===== src/rtl/rom_car_sprite.sv =====
// rtl/rom_car_sprite.sv - procedurally decoded 80x121 car sprite ROM with a registered pixel copy
//
// The sprite is drawn from rectangle tests on (row, col) rather than from a
// stored table, so there is no memory initialisation file to maintain.
// data_pix is purely combinational; data_q is the only state in the block.

module rom_car_sprite (
  input  logic [13:0] address,
  output logic [2:0]  data_pix,
  input  logic        logic_clk,
  input  logic        reset,
  output logic [2:0]  data_q
);

  // Colour codes: bit0 = R, bit1 = G, bit2 = B
  localparam logic [2:0] C_BACKGROUND = 3'b000;
  localparam logic [2:0] C_BODY       = 3'b001;
  localparam logic [2:0] C_HEADLIGHT  = 3'b011;
  localparam logic [2:0] C_WINDOW     = 3'b100;
  localparam logic [2:0] C_WHITE      = 3'b111;

  // Sprite geometry
  localparam logic [13:0] SPRITE_COLS    = 14'd80;
  localparam logic [13:0] SPRITE_ENTRIES = 14'd9680;

  logic [13:0] w_row;
  logic [13:0] w_col;
  logic        w_in_range;
  logic        w_headlight;
  logic        w_window;
  logic        w_stripe;
  logic        w_body;
  logic        w_tyre;

  // Linear index to row/column; constant divisor keeps this a fixed decoder
  always_comb begin
    w_row = address / SPRITE_COLS;
    w_col = address % SPRITE_COLS;
  end

  // Region membership, all bounds inclusive at both ends
  always_comb begin
    w_in_range  = (address < SPRITE_ENTRIES);

    w_headlight = (w_row <= 14'd4) &&
                  (((w_col >= 14'd15) && (w_col <= 14'd24)) ||
                   ((w_col >= 14'd55) && (w_col <= 14'd64)));

    w_window    = (w_col >= 14'd20) && (w_col <= 14'd59) &&
                  (((w_row >= 14'd30) && (w_row <= 14'd44)) ||
                   ((w_row >= 14'd85) && (w_row <= 14'd94)));

    w_stripe    = (w_col >= 14'd37) && (w_col <= 14'd42) &&
                  (w_row >= 14'd45) && (w_row <= 14'd84);

    w_body      = (w_col >= 14'd10) && (w_col <= 14'd69);

    w_tyre      = ((w_col <= 14'd9) ||
                   ((w_col >= 14'd70) && (w_col <= 14'd79))) &&
                  (((w_row >= 14'd15) && (w_row <= 14'd39)) ||
                   ((w_row >= 14'd80) && (w_row <= 14'd104)));
  end

  // Priority select: out-of-range, headlight, window, stripe, body, tyre, background
  always_comb begin
    data_pix = C_BACKGROUND;
    if (!w_in_range) begin
      data_pix = C_BACKGROUND;
    end else if (w_headlight) begin
      data_pix = C_HEADLIGHT;
    end else if (w_window) begin
      data_pix = C_WINDOW;
    end else if (w_stripe) begin
      data_pix = C_WHITE;
    end else if (w_body) begin
      data_pix = C_BODY;
    end else if (w_tyre) begin
      data_pix = C_WHITE;
    end else begin
      data_pix = C_BACKGROUND;
    end
  end

  // Registered pixel copy; reset wins over loading
  always_ff @(posedge logic_clk) begin
    if (reset) begin
      data_q <= C_BACKGROUND;
    end else begin
      data_q <= data_pix;
    end
  end

endmodule


===== config.mk =====
export PLATFORM = sky130hd
export DESIGN_NAME = rom_car_sprite
export DESIGN_NICKNAME = d
export VERILOG_FILES = /design/src/rtl/rom_car_sprite.sv
export SDC_FILE = /design/constraint.sdc
export NUM_CORES = 1
export LEC_CHECK = 0
export ABC_AREA = 1
export CORE_AREA = 2 2 92 50
export CTS_CLUSTER_DIAMETER = 120
export DETAILED_ROUTE_END_ITERATION = 10
export DIE_AREA = 0 0 94 52
export GPL_TIMING_DRIVEN = 1
export PLACE_DENSITY_LB_ADDON = 0.25
export SLEW_MARGIN = 25
export SYNTH_ARGS = -nofsm -noshare
export SYNTH_HDL_FRONTEND = slang
export SYNTH_SLANG_ARGS = --single-unit

===== constraint.sdc =====
create_clock -name logic_clk -period 13.1 [get_ports logic_clk]
set_input_delay 2.62 -clock logic_clk [delete_from_list [all_inputs] [get_ports logic_clk]]
set_output_delay 2.62 -clock logic_clk [all_outputs]
set_load 0.02 [all_outputs]

=== Yosys cells after proc, flatten, opt, wreduce, memory -nomap -nowiden ===
Cells that the tools add are included.

* Flip-flop bits (word level): 3
* Bits in latches: 0
* Memory bits (writable): 0
* Bits in read-only memories: 0
* Output and inout bits: 6
* Logic and storage cells: 53
* Memories kept: 0

* $add $sub $neg: 0
* $mul: 0
* Div/mod/pow operators: 2
* $lt $le $gt $ge: 25
* Equality and inequality tests: 0
* Shifts and indexed selects: 0
* Mux-type cells: 6
* Bitwise logic cells: 0
* Reduce and logical (&&, ||, !) cells: 19

{| class="wikitable"
|+ Operators with widths
! cell !! count
|-
| $le A14 B7 Y1 const B || 6
|-
| $le A14 B6 Y1 const B || 4
|-
| $ge A14 B4 Y1 const B || 3
|-
| $ge A14 B6 Y1 const B || 3
|-
| $ge A14 B7 Y1 const B || 3
|-
| $ge A14 B5 Y1 const B || 2
|-
| $mux W3 || 6
|-
| $logic_and A1 B1 Y1 || 15
|-
| $div A14 B7 Y14 const B || 1
|-
| $le A14 B3 Y1 const B || 1
|-
| $le A14 B4 Y1 const B || 1
|-
| $le A14 B5 Y1 const B || 1
|-
| $lt A14 B14 Y1 const B || 1
|-
| $mod A14 B7 Y14 const B || 1
|-
| $logic_or A1 B1 Y1 || 4
|}

=== Longest topological paths before layout ===
Gate-level depths: netlist of the first run.

* Depth in word-level cells: 11
* Mapped depth: 45

=== Least setup slack after synthesis of the first run ===
Ideal clock, no wire load.

* Path type: in2out
* Start point: input address[11]
* End point: output data_pix[0]
* Arrival time: 5.753 ns
* Required time: 10.480 ns
* Setup slack: 4.727 ns
* Stages on the path: 38
* Cells stage by stage: inv_1 a21oi_1 nand2_2 nand2_2 nand2_1 nand3_2 nand2_4 nand2_4 nand2_1 nand2_2 clkinv_2 nand2_4 nand2_4 nand2_2 nand2_1 clkinv_2 nand2_4 nand2_4 [2 not listed] inv_2 nand2_2 nand2_4 nand2_2 nand3_2 nand2_2 nand2_4 nand2_1 nand3_2 nand2_4 inv_2 nor2_4 inv_2 a21oi_2 nand3_2 nand2_1 nand3_2 inv_1

* Cells in the longest elaborated chain, start to end: 11
* Elaborated cells on any way between the ends: 52

{| class="wikitable"
|+ Ends and longest elaborated chain
! item !! line !! source
|-
| start: declaration || 8 || <nowiki>input logic [13:0] address,</nowiki>
|-
| $mod A14 B7 Y14 or $div A14 B7 Y14 (tied branches) || 38, 37 ||
|-
| $ge A14 B7 Y1 (tied with other cells) || 59 || <nowiki>((w_col >= 14'd70) && (w_col <= 14'd79))) &&</nowiki>
|-
| $logic_and A1 B1 Y1, on equally long branches || 59, 60, 61 ||
|-
| $logic_or A1 B1 Y1, on equally long branches || 58, 60 ||
|-
| $logic_and A1 B1 Y1 || 59 ||
|-
| $mux W3 || 77 || <nowiki>end else if (w_tyre) begin</nowiki>
|-
| $mux W3 || 75 || <nowiki>end else if (w_body) begin</nowiki>
|-
| $mux W3 || 73 || <nowiki>end else if (w_stripe) begin</nowiki>
|-
| $mux W3 || 71 || <nowiki>end else if (w_window) begin</nowiki>
|-
| $mux W3 || 69 || <nowiki>end else if (w_headlight) begin</nowiki>
|-
| $mux W3 * || 67 || <nowiki>if (!w_in_range) begin</nowiki>
|-
| end: declaration || 9 || <nowiki>output logic [2:0] data_pix,</nowiki>
|}

Every way passes the cells marked *; elsewhere a longest branch is shown, timed or not.

=== Worst setup path in the final report of the first run ===
Ends and elaborated chain as after synthesis.

==> results of run 1 <==
-- per-layer routing --
layer / share of wire [%] / up-vias
li1: - / 885
met1: 59 / 714
met2: 36 / 45
met3: 4.8 / 0
met4: 0 / 0
met5: 0 / -
-- critical path, delay by kind of cell --
family / cells / cell delay [ns]
and+or+nand+nor: 26 / 2.48
buffers and inverters: 9 / 1.69
AOI/OAI and AO/OA: 3 / 0.52
-- layout make-up --
cell class / count / area (µm²) / share of cell area, %
Tap cell: 57 / 71.3 / 4.21
Clock buffer: 4 / 45.0 / 2.66
Inverter: 46 / 175 / 10.3
Sequential cell: 3 / 60.1 / 3.54
Multi-Input combinational cell: 209 / 1130 / 66.9
Timing Repair Buffer: 21 / 210 / 12.4
-- cell families after synthesis --
family	Yosys count	share of synthesized area, %
AOI/OAI and AO/OA	23	9.96
buffers and inverters	46	12.8
DFF	3	4.39
and+or+nand+nor	186	72.9
-- metrics by stage --
stage               power [mW]  std cells
global route             0.341        340
detailed placement       0.282        336
global placement         0.281        336
finish                   0.309        340
CTS                      0.310        340
floorplan                0.222        258
-- placed cells by master (no fill, tap or decap), drive strengths merged --
master         netlist  routed
inv                 43      43
clkinv               3       3
nand4                8       8
clkdlybuf4s50        0      21
a31oi                1       1
o41ai                1       1
nor2                12      12
o21ai               11      11
o2111ai              1       1
nand3               48      48
a21oi                7       7
clkbuf               0       4
a22oi                1       1
a21boi               1       1
nor3                 5       5
dfxtp                3       3
nand2              113     113
-- power breakdown --
group	total (mW)	internal (mW)	switching (mW)
Sequential	0.0139	0.0130	0.000825
Combinational	0.269	0.0931	0.176
Clock	0.0266	0.0207	0.00587
Total	0.309	0.127	0.183
-- worst paths after layout --
| check | depth (start not counted) | slack [ns] | start | to |
|---|---|---|---|---|
| worst max-delay path | 38 | 3.17 | address[11] | data_pix[0] |
| worst min-delay path | 2 | 2.96 | reset | data_q[0]$_SDFF_PP0_ |
==> impl_results.md, run 1 <==
* Crit Path Class: input port to output port
* Max cap viols at 0
* Seq/Total Area, Yosys at 4.39%
* Power per cell area at 182 mW/mm²
* Top Ports at 22
* DP Area at 0.00165 mm²
* Core ar. at 0.00415 mm²
* GR peak layer: met1
* Die Area at 0.00489 mm²
* Final critical-path setup slack at 3.17 ns
* Final Max Slew Viols at 0
* Total global-route track usage at 14.0%
* Die span in y at 52 µm
* Vias/cell at 4.84
* Most flops, register: data_q
* Syn nets at 274
* Crit path top cell by count: nand2_2
* N_diodes at 0
* Setup Viol. Count Final at 0
* Resized Gates After CTS at 0
* Met3 global-route usage at 1.16%
* DR WL/cell at 10.1 µm
* Tightest Hold Check Type: input port to flop
* DP Wirelength at 2920 µm
* Largest net degree at the start of global routing at 10
* Final hold vios at 0
* Largest register FFs at 3
* Total grt overflow at 0
* CTS hold repair buffers at 0
* First-pass GRT wire length at 5690 µm
* I/O Buffers at 21
* Fraction of layout cells with a size suffix above 1 at 23.7%
* EDFF count, synth at 0
* Setup tns final at 0 ns
* VDD IR max at 61.2 µV
* Yosys top cell by area: nand2_1
* Syn avg cell area at 5.31 µm²
* First-pass detailed-route iteration total at 4
* Crit path required time at 10.48 ns
* Synth top cells by count: nand2_1 (82), nand3_1 (35), inv_1 (29), nand2_2 (20), inv_2 (14)
* Routed vias at 1644
* Area share of the largest cell type after synthesis at 22.5%
* Worst slew pin tran at 0.365 ns
* DRC at 0
* Fill count at 477
* Post-CTS Setup Inserts at 0
* Outcome: finished clean
* Iteration-0 DRC Markers at 104
* Total CTS buffers at 3
* Clock-pin transition on the worst setup and hold timing paths at 0.03 ns
* Critical-path top delay cell: clkdlybuf4s50_1
* Routed Antenna Nets at 0
* Detailed Route WL at 3430 µm
* Synth Flop Type: dfxtp_1
* Clock Tree Buf Depth at 2
* Worst-path fanout max at 9
* Yosys Warn Count at 0
* Top-count cell post-synth: nand2_1
* Final core utilization at 40.9%
* Die W at 94 µm
* Met2 usage in global routing at 18.3%
* Max Freq at 0.101 GHz
* Starting Density at 33.0%
* Area delta synth->final at 23.9%
* Startpoint Class: input port
* Hold slack at 2.96 ns
* CTS root buffer: clkbuf_8
* Yosys reg bits at 3
* Leak pwr at 0.919 nW
* Cell count after synthesis at 258
* Critical path's largest stage delay at 0.60 ns
* Htree depth at 1
* Biggest regs: data_q x3
* Crit path DAT at 7.31 ns
* Post-synthesis instance area at 0.00137 mm²
* Final period util at 75.8%
* Gpl congestion at 0.907
* RSZ-0062 raised after global routing: false
* Max-slew headroom at 75.7%
* Initial antenna violation count at 0
* Pre-CTS setup slack at 3.20 ns
* Synth area leaders: nand2_1 (22%), nand3_1 (13%), nand3_2 (9.5%)
* Number of global-route vias before repair at 1265
* Design Area, Final at 0.00170 mm²
* Min cycle time layout at 9.93 ns
* CTS tree: done
* Clock sink count at 3
* Synth unique cells at 24
* Synth async-reset ratio at 0%
* Layout Nets at 300
* FP Rows at 17
* GRT met1 Usage at 23.6%
* Worst setup EP type: output port
Note: power is estimated with default switching activity, not from simulation.
==> run 2, diff against run 1 <==
clock period = 9.8 ns   (was 13.1 ns; I/O delays follow)
==> run 2 against run 1 <==
Against the previous run:
- worst setup slack lost 2.0 ns
- non-clock buffer count is the same
- clock power grew 32%
- utilization is the same
- die area is the same
- combinational power grew 34%
- flip-flop and latch count is the same
- count of clock-buffer cells in the layout is the same
- highest routed layer unchanged
==> impl_results.md, run 2 (synthesis gave the netlist of run 1 again) <==
* VDD IR max at 97.4 µV (+59%)
* Max cap viols at 0 (unchanged)
* Tightest Hold Check Type: input port to flop
* Total grt overflow at 0 (unchanged)
* Register area at 60.1 µm² (unchanged)
* Total global-route track usage at 13.4% (-0.66 points)
* Critical path's largest stage delay at 0.60 ns (about the same)
* DP Area at 0.00165 mm² (unchanged)
* Initial antenna violation count at 0 (unchanged)
* Fill count at 470 (-1.5%)
* Setup Viol. Count Final at 0 (unchanged)
* CTS hold repair buffers at 0 (unchanged)
* Clock Tree Buf Depth at 2 (unchanged)
* Largest net degree at the start of global routing at 10 (unchanged)
* Number of global-route vias before repair at 1214 (-4.0%)
* Die Area at 0.00489 mm² (unchanged)
* First-pass detailed-route iteration total at 4 (unchanged)
* Biggest regs: data_q x3
* Multi-input logic area at 0.00113 mm² (unchanged)
* Vias/cell at 4.74 (-2.1%)
* Die span in y at 52 µm (unchanged)
* Min cycle time layout at 8.60 ns
* Final Max Slew Viols at 0 (unchanged)
* Crit path top cell by count: nand2_2
* Critical-path top delay cell: clkdlybuf4s50_1
* Crit path required time at 7.84 ns (-2.64 ns)
* Clock sink count at 3 (unchanged)
* Crit Path Class: input port to output port
* Commonest cells after routing, fill and taps aside: nand2_1 (82), nand3_1 (35), inv_1 (29)
* Design Power at 0.414 mW (+34%)
* Setup tns final at 0 ns (unchanged)
* Startpoint Class: input port
* Htree depth at 1 (unchanged)
* Outcome: finished clean
* Max Freq at 0.116 GHz
* Die W at 94 µm (unchanged)
* CTS root buffer: clkbuf_8
* Final period util at 87.8%
* Worst setup EP type: output port
* I/O Buffers at 21 (unchanged)
* Largest register FFs at 3 (unchanged)
* Iteration-0 DRC Markers at 94 (-9.6%)
* DP Wirelength at 2900 µm (-0.62%)
* Design Area, Final at 0.00170 mm² (unchanged)
* Detailed Route WL at 3420 µm (-0.35%)
* Cell Count, Final, Fillers Out at 340 (unchanged)
* Top Ports at 22 (unchanged)
* Routed vias at 1610 (-2.1%)
* Total CTS buffers at 3 (unchanged)
* Most flops, register: data_q
* DRC at 0 (unchanged)
* N_diodes at 0 (unchanged)
* Critical path origin: address[11]
* FP Rows at 17 (unchanged)
* RSZ-0062 raised after global routing: false
* First-pass GRT wire length at 5420 µm (-4.7%)
* Beginning of the worst hold path: reset
* Gpl congestion at 0.890 (-1.9%)
* Clock-pin transition on the worst setup and hold timing paths at 0.03 ns (about the same)
* CTS tree: done
* Power per cell area at 244 mW/mm² (+34%)
* Max-slew headroom at 76.3% (+0.67 points)
* Placed instance count at 336 (unchanged)
* Core ar. at 0.00415 mm² (unchanged)
* Worst-path fanout max at 9 (unchanged)
* Crit path DAT at 6.64 ns (-0.67 ns)
* Area delta synth->final at 23.9% (unchanged)
* Routed Antenna Nets at 0 (unchanged)
* Post-CTS Setup Inserts at 0 (unchanged)
* Fraction of layout cells with a size suffix above 1 at 23.7% (unchanged)
* Leak pwr at 0.919 nW (unchanged)
* Resized Gates After CTS at 0 (unchanged)
* Worst slew pin tran at 0.355 ns (-0.0101 ns)
* Layout Nets at 300 (unchanged)
* Final hold vios at 0 (unchanged)
* Commonest non-fill, non-tap cell in the layout: nand2_1
* Starting Density at 33.0% (unchanged)
* DR WL/cell at 10.1 µm (-0.35%)
[run 2: metal layers]
| layer | track usage [%] | up-vias | part of all wire (%) |
|---|---|---|---|
| met4 | 2.17 | 0 | 0 |
| met3 | 0.725 | 0 | 4.9 |
| li1 | - | 885 | - |
| met1 | 22.7 | 692 | 60 |
| met2 | 17.7 | 33 | 35 |
| met5 | 0 | - | 0 |
[run 2: final cells by class]
cell class | instances | share of cell area, %
Timing Repair Buffer | 21 | 12.4
Sequential cell | 3 | 3.54
Tap cell | 57 | 4.21
Inverter | 46 | 10.3
Clock buffer | 4 | 2.66
Multi-Input combinational cell | 209 | 66.9
[run 2: power by group]
part	switching (mW)	leakage (nW)	internal, mW	total (mW)
clock network	0.00751	0.0228	0.0277	0.0352
logic	0.236	0.871	0.124	0.360
registers	0.00111	0.0247	0.0174	0.0185
[run 2: stage by stage]
step	setup slack [ns]	utilization (%)	hold WS (ns)
after floorplan	2.75	-	2.03
after global placement	1.23	39.8	2.53
after detailed placement	1.21	39.8	2.53
after CTS	1.19	40.9	2.31
after global routing	0.721	40.9	2.35
final	1.20	40.9	2.31
[run 2: final timing paths]
kind	cells past startpoint	endpoint	slack, ns
worst max-delay path	40	data_pix[0]	1.20
worst min-delay path	2	data_q[0]$_SDFF_PP0_	2.31
[run 2: critical path: cells and delay by family]
kind,cells,cell delay (ns)
AOI/OAI and AO/OA,1,0.22
buffers and inverters,9,1.64
and+or+nand+nor,30,2.79
==> run 3, diff against run 2 <==
CTS_CLUSTER_DIAMETER = default   (was 120)
==> results of run 3 <==
The final DEF is identical to that of run 2; final timing and power are the same.
